--- src/rtl/pixel_fb_writer_if.sv ---
// rtl/pixel_fb_writer_if.sv - pixel stream in / framebuffer write port bundle for pixel_fb_writer
// Stats ports exist only when PIXEL_FB_WRITER_STATS_EN is defined.
interface pixel_fb_writer_if #(
    parameter int WIDTH       = 1024,
    parameter int HEIGHT      = 720,
    parameter int COLOR_WIDTH = 24
);
    localparam int AW = $clog2(WIDTH * HEIGHT);

    logic                   frame_start_in;
    logic                   pixel_valid_in;
    logic [19:0]            pixel_in;
    logic [COLOR_WIDTH-1:0] color_in;
    logic                   last_in;
    logic [AW-1:0]          fb_addr_out;
    logic [COLOR_WIDTH-1:0] fb_data_out;
    logic                   fb_we_out;
    logic                   busy_out;
    logic                   tri_done_out;
    logic                   overflow_out;
`ifdef PIXEL_FB_WRITER_STATS_EN
    logic [31:0]            pixels_written_out;
    logic [15:0]            pixels_discarded_out;
`endif

    modport master (
        output frame_start_in, pixel_valid_in, pixel_in, color_in, last_in,
        input  fb_addr_out, fb_data_out, fb_we_out, busy_out, tri_done_out, overflow_out
`ifdef PIXEL_FB_WRITER_STATS_EN
        , input pixels_written_out, pixels_discarded_out
`endif
    );

    modport slave (
        input  frame_start_in, pixel_valid_in, pixel_in, color_in, last_in,
        output fb_addr_out, fb_data_out, fb_we_out, busy_out, tri_done_out, overflow_out
`ifdef PIXEL_FB_WRITER_STATS_EN
        , output pixels_written_out, pixels_discarded_out
`endif
    );
endinterface

--- src/rtl/pixel_fb_writer.sv ---
// rtl/pixel_fb_writer.sv - framebuffer clear + pixel write sink with FWFT pixel FIFO
// Optional write/discard counters enabled by PIXEL_FB_WRITER_STATS_EN.
module pixel_fb_writer #(
    parameter int                     WIDTH       = 1024,
    parameter int                     HEIGHT      = 720,
    parameter int                     COLOR_WIDTH = 24,
    parameter int                     FIFO_DEPTH  = 8,
    parameter logic [COLOR_WIDTH-1:0] BG_COLOR    = '0
) (
    input  logic            clk_in,
    input  logic            rst_n_in,
    pixel_fb_writer_if.slave bus
);
    localparam int AW = $clog2(WIDTH * HEIGHT);
    localparam int PW = $clog2(FIFO_DEPTH);
    localparam int EW = 20 + COLOR_WIDTH;
    localparam logic [AW-1:0] LAST_ADDR = AW'(WIDTH * HEIGHT - 1);
    localparam logic [10:0]   X_LIM     = 11'(WIDTH);
    localparam logic [10:0]   Y_LIM     = 11'(HEIGHT);
    localparam logic [PW:0]   FULL_CNT  = (PW+1)'(FIFO_DEPTH);

    typedef enum logic [1:0] {S_IDLE, S_CLEAR, S_ACCEPT} state_t;

    state_t                 state;
    logic [EW-1:0]          mem [FIFO_DEPTH];
    logic [PW-1:0]          wr_ptr, rd_ptr;
    logic [PW:0]            count;
    logic                   pending_last;
    logic [AW-1:0]          addr_q;
    logic [COLOR_WIDTH-1:0] data_q;
    logic                   we_q, busy_q, done_q, ovf_q;

    logic                   frame_start, pop, push, drop, in_bounds, wr_next;
    logic                   pending_next, done_next;
    logic [EW-1:0]          head;
    logic [9:0]             hx, hy;
    logic [COLOR_WIDTH-1:0] hc;
    logic [PW:0]            count_next;
    logic [AW-1:0]          lin_addr;
    state_t                 state_next;

    always_comb begin
        frame_start = bus.frame_start_in;
        head        = mem[rd_ptr];
        hx          = head[EW-1:EW-10];
        hy          = head[EW-11:COLOR_WIDTH];
        hc          = head[COLOR_WIDTH-1:0];
        in_bounds   = ({1'b0, hx} < X_LIM) && ({1'b0, hy} < Y_LIM);
        lin_addr    = AW'(hy) * AW'(WIDTH) + AW'(hx);
        pop         = (state == S_ACCEPT) && (count != '0) && !frame_start;
        // a full FIFO still takes a push when the head leaves the same cycle
        push        = bus.pixel_valid_in && !frame_start && ((count != FULL_CNT) || pop);
        drop        = bus.pixel_valid_in && !frame_start && (count == FULL_CNT) && !pop;
        wr_next     = pop && in_bounds;
        count_next  = count + (PW+1)'(push) - (PW+1)'(pop);
        pending_next = pending_last || bus.last_in;

        state_next = state;
        if (frame_start)
            state_next = S_CLEAR;
        else if ((state == S_CLEAR) && (addr_q == LAST_ADDR))
            state_next = S_ACCEPT;

        // predict next cycle's idle condition so the done pulse is a registered output
        done_next = (state_next == S_ACCEPT) && pending_next && (count_next == '0)
                    && !wr_next && !frame_start;
    end

    always_ff @(posedge clk_in or negedge rst_n_in) begin
        if (!rst_n_in) begin
            state        <= S_IDLE;
            for (int i = 0; i < FIFO_DEPTH; i++) mem[i] <= '0;
            wr_ptr       <= '0;
            rd_ptr       <= '0;
            count        <= '0;
            pending_last <= 1'b0;
            addr_q       <= '0;
            data_q       <= '0;
            we_q         <= 1'b0;
            busy_q       <= 1'b0;
            done_q       <= 1'b0;
            ovf_q        <= 1'b0;
        end else begin
            if (push) begin
                mem[wr_ptr] <= {bus.pixel_in, bus.color_in};
                wr_ptr      <= wr_ptr + PW'(1);
            end
            if (pop)
                rd_ptr <= rd_ptr + PW'(1);
            count  <= count_next;
            state  <= state_next;
            done_q <= done_next;

            if (frame_start) begin
                wr_ptr       <= '0;
                rd_ptr       <= '0;
                count        <= '0;
                pending_last <= 1'b0;
                ovf_q        <= 1'b0;
                we_q         <= 1'b1;
                addr_q       <= '0;
                data_q       <= BG_COLOR;
                busy_q       <= 1'b1;
            end else begin
                if (drop)
                    ovf_q <= 1'b1;
                pending_last <= done_next ? 1'b0 : pending_next;
                case (state)
                    S_CLEAR: begin
                        data_q <= BG_COLOR;
                        if (addr_q == LAST_ADDR) begin
                            we_q   <= 1'b0;
                            busy_q <= 1'b0;
                        end else begin
                            we_q   <= 1'b1;
                            addr_q <= addr_q + AW'(1);
                        end
                    end
                    S_ACCEPT: begin
                        we_q <= wr_next;
                        if (wr_next) begin
                            addr_q <= lin_addr;
                            data_q <= hc;
                        end
                    end
                    default: begin
                        we_q   <= 1'b0;
                        busy_q <= 1'b0;
                    end
                endcase
            end
        end
    end

    assign bus.fb_addr_out  = addr_q;
    assign bus.fb_data_out  = data_q;
    assign bus.fb_we_out    = we_q;
    assign bus.busy_out     = busy_q;
    assign bus.tri_done_out = done_q;
    assign bus.overflow_out = ovf_q;

`ifdef PIXEL_FB_WRITER_STATS_EN
    logic [31:0] written_q;
    logic [15:0] disc_q;
    logic [1:0]  disc_inc;
    logic [16:0] disc_sum;

    always_comb begin
        disc_inc = {1'b0, pop && !in_bounds} + {1'b0, drop};
        disc_sum = {1'b0, disc_q} + 17'(disc_inc);
    end

    always_ff @(posedge clk_in or negedge rst_n_in) begin
        if (!rst_n_in) begin
            written_q <= '0;
            disc_q    <= '0;
        end else if (frame_start) begin
            written_q <= '0;
            disc_q    <= '0;
        end else begin
            if (wr_next && (written_q != '1))
                written_q <= written_q + 32'd1;
            disc_q <= disc_sum[16] ? '1 : disc_sum[15:0];
        end
    end

    assign bus.pixels_written_out   = written_q;
    assign bus.pixels_discarded_out = disc_q;
`endif
endmodule

--- src/flat_wrapper.sv ---
// flat-port wrapper written by rule: the top's interface ports become plain ports
module pixel_fb_writer_flat 
#(
    parameter int                     WIDTH       = 1024,
    parameter int                     HEIGHT      = 720,
    parameter int                     COLOR_WIDTH = 24,
    parameter int                     FIFO_DEPTH  = 8,
    parameter logic [COLOR_WIDTH-1:0] BG_COLOR    = '0
)
  (clk_in, rst_n_in, bus_frame_start_in, bus_pixel_valid_in, bus_pixel_in, bus_color_in, bus_last_in, bus_fb_addr_out, bus_fb_data_out, bus_fb_we_out, bus_busy_out, bus_tri_done_out, bus_overflow_out);
  pixel_fb_writer_if #(.WIDTH(WIDTH), .HEIGHT(HEIGHT), .COLOR_WIDTH(COLOR_WIDTH)) bus_i ();
  input  logic clk_in;
  input  logic rst_n_in;
  input wire logic [$bits(bus_i.frame_start_in)-1:0] bus_frame_start_in;
  input wire logic [$bits(bus_i.pixel_valid_in)-1:0] bus_pixel_valid_in;
  input wire logic [$bits(bus_i.pixel_in)-1:0] bus_pixel_in;
  input wire logic [$bits(bus_i.color_in)-1:0] bus_color_in;
  input wire logic [$bits(bus_i.last_in)-1:0] bus_last_in;
  output wire logic [$bits(bus_i.fb_addr_out)-1:0] bus_fb_addr_out;
  output wire logic [$bits(bus_i.fb_data_out)-1:0] bus_fb_data_out;
  output wire logic [$bits(bus_i.fb_we_out)-1:0] bus_fb_we_out;
  output wire logic [$bits(bus_i.busy_out)-1:0] bus_busy_out;
  output wire logic [$bits(bus_i.tri_done_out)-1:0] bus_tri_done_out;
  output wire logic [$bits(bus_i.overflow_out)-1:0] bus_overflow_out;
  assign bus_i.frame_start_in = bus_frame_start_in;
  assign bus_i.pixel_valid_in = bus_pixel_valid_in;
  assign bus_i.pixel_in = bus_pixel_in;
  assign bus_i.color_in = bus_color_in;
  assign bus_i.last_in = bus_last_in;
  assign bus_fb_addr_out = bus_i.fb_addr_out;
  assign bus_fb_data_out = bus_i.fb_data_out;
  assign bus_fb_we_out = bus_i.fb_we_out;
  assign bus_busy_out = bus_i.busy_out;
  assign bus_tri_done_out = bus_i.tri_done_out;
  assign bus_overflow_out = bus_i.overflow_out;
  pixel_fb_writer #(.WIDTH(WIDTH), .HEIGHT(HEIGHT), .COLOR_WIDTH(COLOR_WIDTH), .FIFO_DEPTH(FIFO_DEPTH), .BG_COLOR(BG_COLOR)) u_core (.clk_in(clk_in), .rst_n_in(rst_n_in), .bus(bus_i));
endmodule
--- config.mk ---
export PLATFORM = sky130hd
export DESIGN_NAME = pixel_fb_writer_flat
export DESIGN_NICKNAME = d
export VERILOG_FILES = /design/src/rtl/pixel_fb_writer_if.sv /design/src/rtl/pixel_fb_writer.sv /design/src/flat_wrapper.sv
export SDC_FILE = /design/constraint.sdc
export NUM_CORES = 1
export LEC_CHECK = 0
export CAP_MARGIN = 30
export CORE_AREA = 2 2 342 242
export DETAILED_ROUTE_END_ITERATION = 8
export DIE_AREA = 0 0 344 244
export HOLD_SLACK_MARGIN = 0.15
export PLACE_DENSITY = 0.42
export SYNTH_ARGS = -nofsm -noshare
export SYNTH_HDL_FRONTEND = slang
export SYNTH_SLANG_ARGS = --single-unit
--- constraint.sdc ---
create_clock -name clk_in -period 9.14 [get_ports clk_in]
set_input_delay 2.742 -clock clk_in [delete_from_list [all_inputs] [get_ports clk_in]]
set_output_delay 2.742 -clock clk_in [all_outputs]
set_load 0.02 [all_outputs]
==> metrics list <==
* Status: completed
- Skew-Pair Late Insertion Delay: approximately 0.58 ns
* Count of endpoints failing hold in the final timing report: 0
- The region available for standard cell placement spans 0.0803 sq mm.
- Measured in cells, the most critical reg-to-reg path has a length of 9.
- The worst setup path is launched from an input pin.
- After detailed routing, the average wire length per cell comes to approximately 21 um.
- Number of global-route vias before repair: 11900
* Num rows: 87
* Synth Cell Area: 0.0192 sq mm
- For this run, asynchronously set or reset flops after synthesis account for 100%.
- Wire length of the first global-routing pass: 79400 um
- Total power density per cell area: 235 mW/mm^2
- Detailed placement ended at an HPWL of 30600 um.
- The count of nets left with antenna violations once routing finished came out at 0.
- Cells with a size suffix above 1 make up a little over two fifths of the layout.
* Setup repair after global routing missed its margin: false
- sky130_fd_sc_hd__dfrtp_1 is the most common cell in the netlist.
- For this run, the total global-route usage over all layers was measured as 12.5%.
- Maximum number of pins on one net before global-route repair: 150
- Worst Min Path Start: u_core.mem[79]
- Total leakage power: a little under 10 nW
- The number of antenna violations at the first check in global routing was 9.
* Area Overhead vs Synth: 19.3%
- After detailed routing, the total wire length is 51600 um.
- Combinational logic burns 17.9% of the power.
- Iter 0 DRT Violations: ~570
- Layout Utilization: 28.5%
- Minimum period implied by the final worst setup slack: 5.67 ns
- The critical path in this run is classified as in2reg.
- IO buf count: 96
- Post-cts resize count: 0
- Using the TritonRoute via totals, the vias-per-cell ratio works out to ~4.5.
- Capturing element type of the critical path: flop
- From left edge to right edge, the die measures 344 um.
- YS warnings: 0
- Of all nets on the critical path, the largest fanout is 36.
- For the worst setup path, the data arrival time is between 6 and 7 ns.
- Commonest register cell after synthesis: sky130_fd_sc_hd__dfrtp_1
* Worst flop-to-flop path startpoint: u_core.rd_ptr[0]
* Root buffer cell: sky130_fd_sc_hd__clkbuf_16
- Final worst-path cycle share: 62.0%
- Depth of the worst hold-timing path: 1
- Final Wtd Congestion: about 0.76
- Global route total overflow: 0
- Number of fillers in the final layout: 8119
- Worst endpoint required time: ~9.6 ns
- Count of pins over their slew limit: 0
- Fraction of post-synthesis cell area in the top cell type by area: between 50% and 60%
* Starting density of the core: a little under a quarter
- Net switching is 25.2% of the power.
* EDFF count, synth: 0
- TritonCTS clock tree: yes
- In this run the mean area of a mapped cell was 15.2 sq um.
- Across all register-to-register paths, the minimum setup slack is approximately 5.2 ns.
- Synthesis produced a netlist with a net count of 1325.
- Across the routed clock network, the largest skew measured is approximately 0.016 ns.
- Clock-pin slew on the worst setup and hold paths: 0.06 ns
- Counting flops and latches in the post-synthesis netlist gives approximately 410.
- Leading post-synthesis cells by instance count: 413 x sky130_fd_sc_hd__dfrtp_1, 348 x sky130_fd_sc_hd__mux2_2, 84 x sky130_fd_sc_hd__mux4_2
- Internal power comes to a little over 4 mW.
- Switching Power: 1.36 mW
* Max H-tree Level: 2
- Per report_power, the clock group accounts for 36.6% of the total.
- The floorplan step set the die height to 244 um.
- In this run the count of I/O pins placed on the die edge is 97.
- Library cell with the largest summed area after synthesis: sky130_fd_sc_hd__dfrtp_1
- Leading cell types by total area after synthesis: sky130_fd_sc_hd__dfrtp_1 54%, sky130_fd_sc_hd__mux2_2 20%, sky130_fd_sc_hd__mux4_2 9.9%, sky130_fd_sc_hd__mux2i_1 1.9%, sky130_fd_sc_hd__o31ai_2 1.6%
* Maximum clock insertion buffer count: 3
- Capture endpoint of the worst hold path: u_core.mem[79]
- For this run, the detailed router's first-pass iteration total came to 4.
- Total setup buffers inserted after CTS: 0
- Endpoint of the lowest-slack register-to-register path: u_core.bus.fb_data_out[19]
- Number of distinct library cells after synthesis: 68
* Remaining routing DRC violations: 0
- Max Cap Viol: 0
- The tightest min-delay check is of the reg2reg type.
- IR analysis of the VDD net gives a maximum drop of 0.000119 V.
- The number of clock buffers added by TritonCTS is 48.
- Worst relative slew slack: 36.5%
- Adding up every negative setup slack in the final design gives 0 ns.
- Cells after synthesis: ~1300
- The die covers 0.0839 sq mm.
* Num Clock Sinks: approximately 410
* Sequential Power Share: a little under half
- For this design, the CTS-stage hold fixing added 0 buffers.
- Sequential elements use 53.8% of the synthesized area.
- For this run, the post-layout net count is 1411.
- Highest Clock Rate: 177 MHz
* Number of vias in the routed layout: 11000
* Slew at the pin with the worst max-slew slack: between 0.9 and 1 ns
- Setup violations remaining at the end of the flow were counted as 0.
-- worst max-delay path by stage --
stage                       start                  end  slack (ns)  depth (start not counted)
2_1_floorplan  bus_frame_start_in  u_core.pending_last        3.70                         13
3_3_place_gp   bus_frame_start_in       u_core.mem[17]        2.86                         10
3_5_place_dp   bus_frame_start_in       u_core.mem[17]        2.81                         10
4_1_cts        bus_frame_start_in       u_core.mem[23]        3.45                         10
5_1_grt        bus_frame_start_in  u_core.pending_last        3.25                         14
6_report       bus_frame_start_in       u_core.mem[23]        3.47                         10
-- routing by layer --
metal	vias to the layer above	global-route usage [%]	share of wire, %
met1	5849	17.5	48
met3	82	3.44	5.2
li1	4922	-	-
met4	14	3.31	2.0
met2	146	18.9	45
met5	-	0	0.18
-- placed cells by master (no fill, tap or decap), types with 15 or more instances in the layout --
cell type / instances
sky130_fd_sc_hd__mux2i_1: 36
sky130_fd_sc_hd__clkbuf_16: 49
sky130_fd_sc_hd__mux4_2: 84
sky130_fd_sc_hd__mux2_2: 348
sky130_fd_sc_hd__nor2_1: 36
sky130_fd_sc_hd__nand2_2: 22
sky130_fd_sc_hd__o21ai_0: 29
sky130_fd_sc_hd__dfrtp_1: 410
sky130_fd_sc_hd__clkdlybuf4s50_1: 95
sky130_fd_sc_hd__o31ai_2: 24
sky130_fd_sc_hd__buf_4: 16
sky130_fd_sc_hd__inv_1: 15
sky130_fd_sc_hd__a21oi_1: 30
sky130_fd_sc_hd__nand2_1: 22
-- state kept, by name, indices dropped and copies added, names as in the netlist --
signal,cells
u_core.bus.busy_out,1
u_core.bus.fb_addr_out,20
u_core.bus.fb_data_out,24
u_core.bus.fb_we_out,1
u_core.bus.overflow_out,1
u_core.bus.tri_done_out,1
u_core.count,4
u_core.mem,352
u_core.pending_last,1
u_core.rd_ptr,3
u_core.state,2
u_core.wr_ptr,3
-- through the flow --
stage	instances	hold slack [ns]	cell area [sq um]	power, mW	worst slack [ns]
after floorplan	1265	0.449	19200	3.13	3.70
after global placement	2367	0.464	21200	3.41	2.86
after detailed placement	2369	0.469	21300	3.46	2.81
after CTS	2455	0.484	22900	5.49	3.45
after global routing	2456	0.501	22900	5.68	3.25
final	2457	0.481	22900	5.38	3.47
-- critical path: stages --
cell	delay (ns)
sky130_fd_sc_hd__clkdlybuf4s50_1	0.40
sky130_fd_sc_hd__buf_4	0.26
sky130_fd_sc_hd__nand2b_2	0.25
sky130_fd_sc_hd__o211ai_2	0.17
sky130_fd_sc_hd__nand2_2	0.15
sky130_fd_sc_hd__nor2_2	0.18
sky130_fd_sc_hd__nand2_1	0.21
sky130_fd_sc_hd__nor2_4	0.78
sky130_fd_sc_hd__buf_4	0.51
sky130_fd_sc_hd__mux2_2	0.39
-- power by group through the flow --
stage               Sequential (mW)  Combinational [mW]  Clock (mW)
floorplan                      2.41               0.726           0
finish                         2.45               0.961        1.97
CTS                            2.45               0.983        2.06
detailed placement             2.48               0.980           0
global route                   2.50                1.05        2.12
global placement               2.46               0.950           0
-- cell families after synthesis --
family,share of synthesized area [%]
muxes,33.8
DFF,53.8
and+or+nand+nor,3.92
AOI/OAI and AO/OA,4.72
buffers and inverters,2.70
adders and majority gates,0.756
xor gates and xnor gates,0.274
-- cell type report --
class	instances	area (sq um)	share of cell area (%)
clock inverter	16	188	0.819
clock buffer	70	1440	6.26
inverter	15	56.3	0.246
multi-input combinational	756	8360	36.5
sequential	413	10300	45.2
tap	1068	1340	5.83
timing repair buffer	117	1180	5.17
antenna	2	5.00	0.0218
Power figures use the tool's default switching activity.
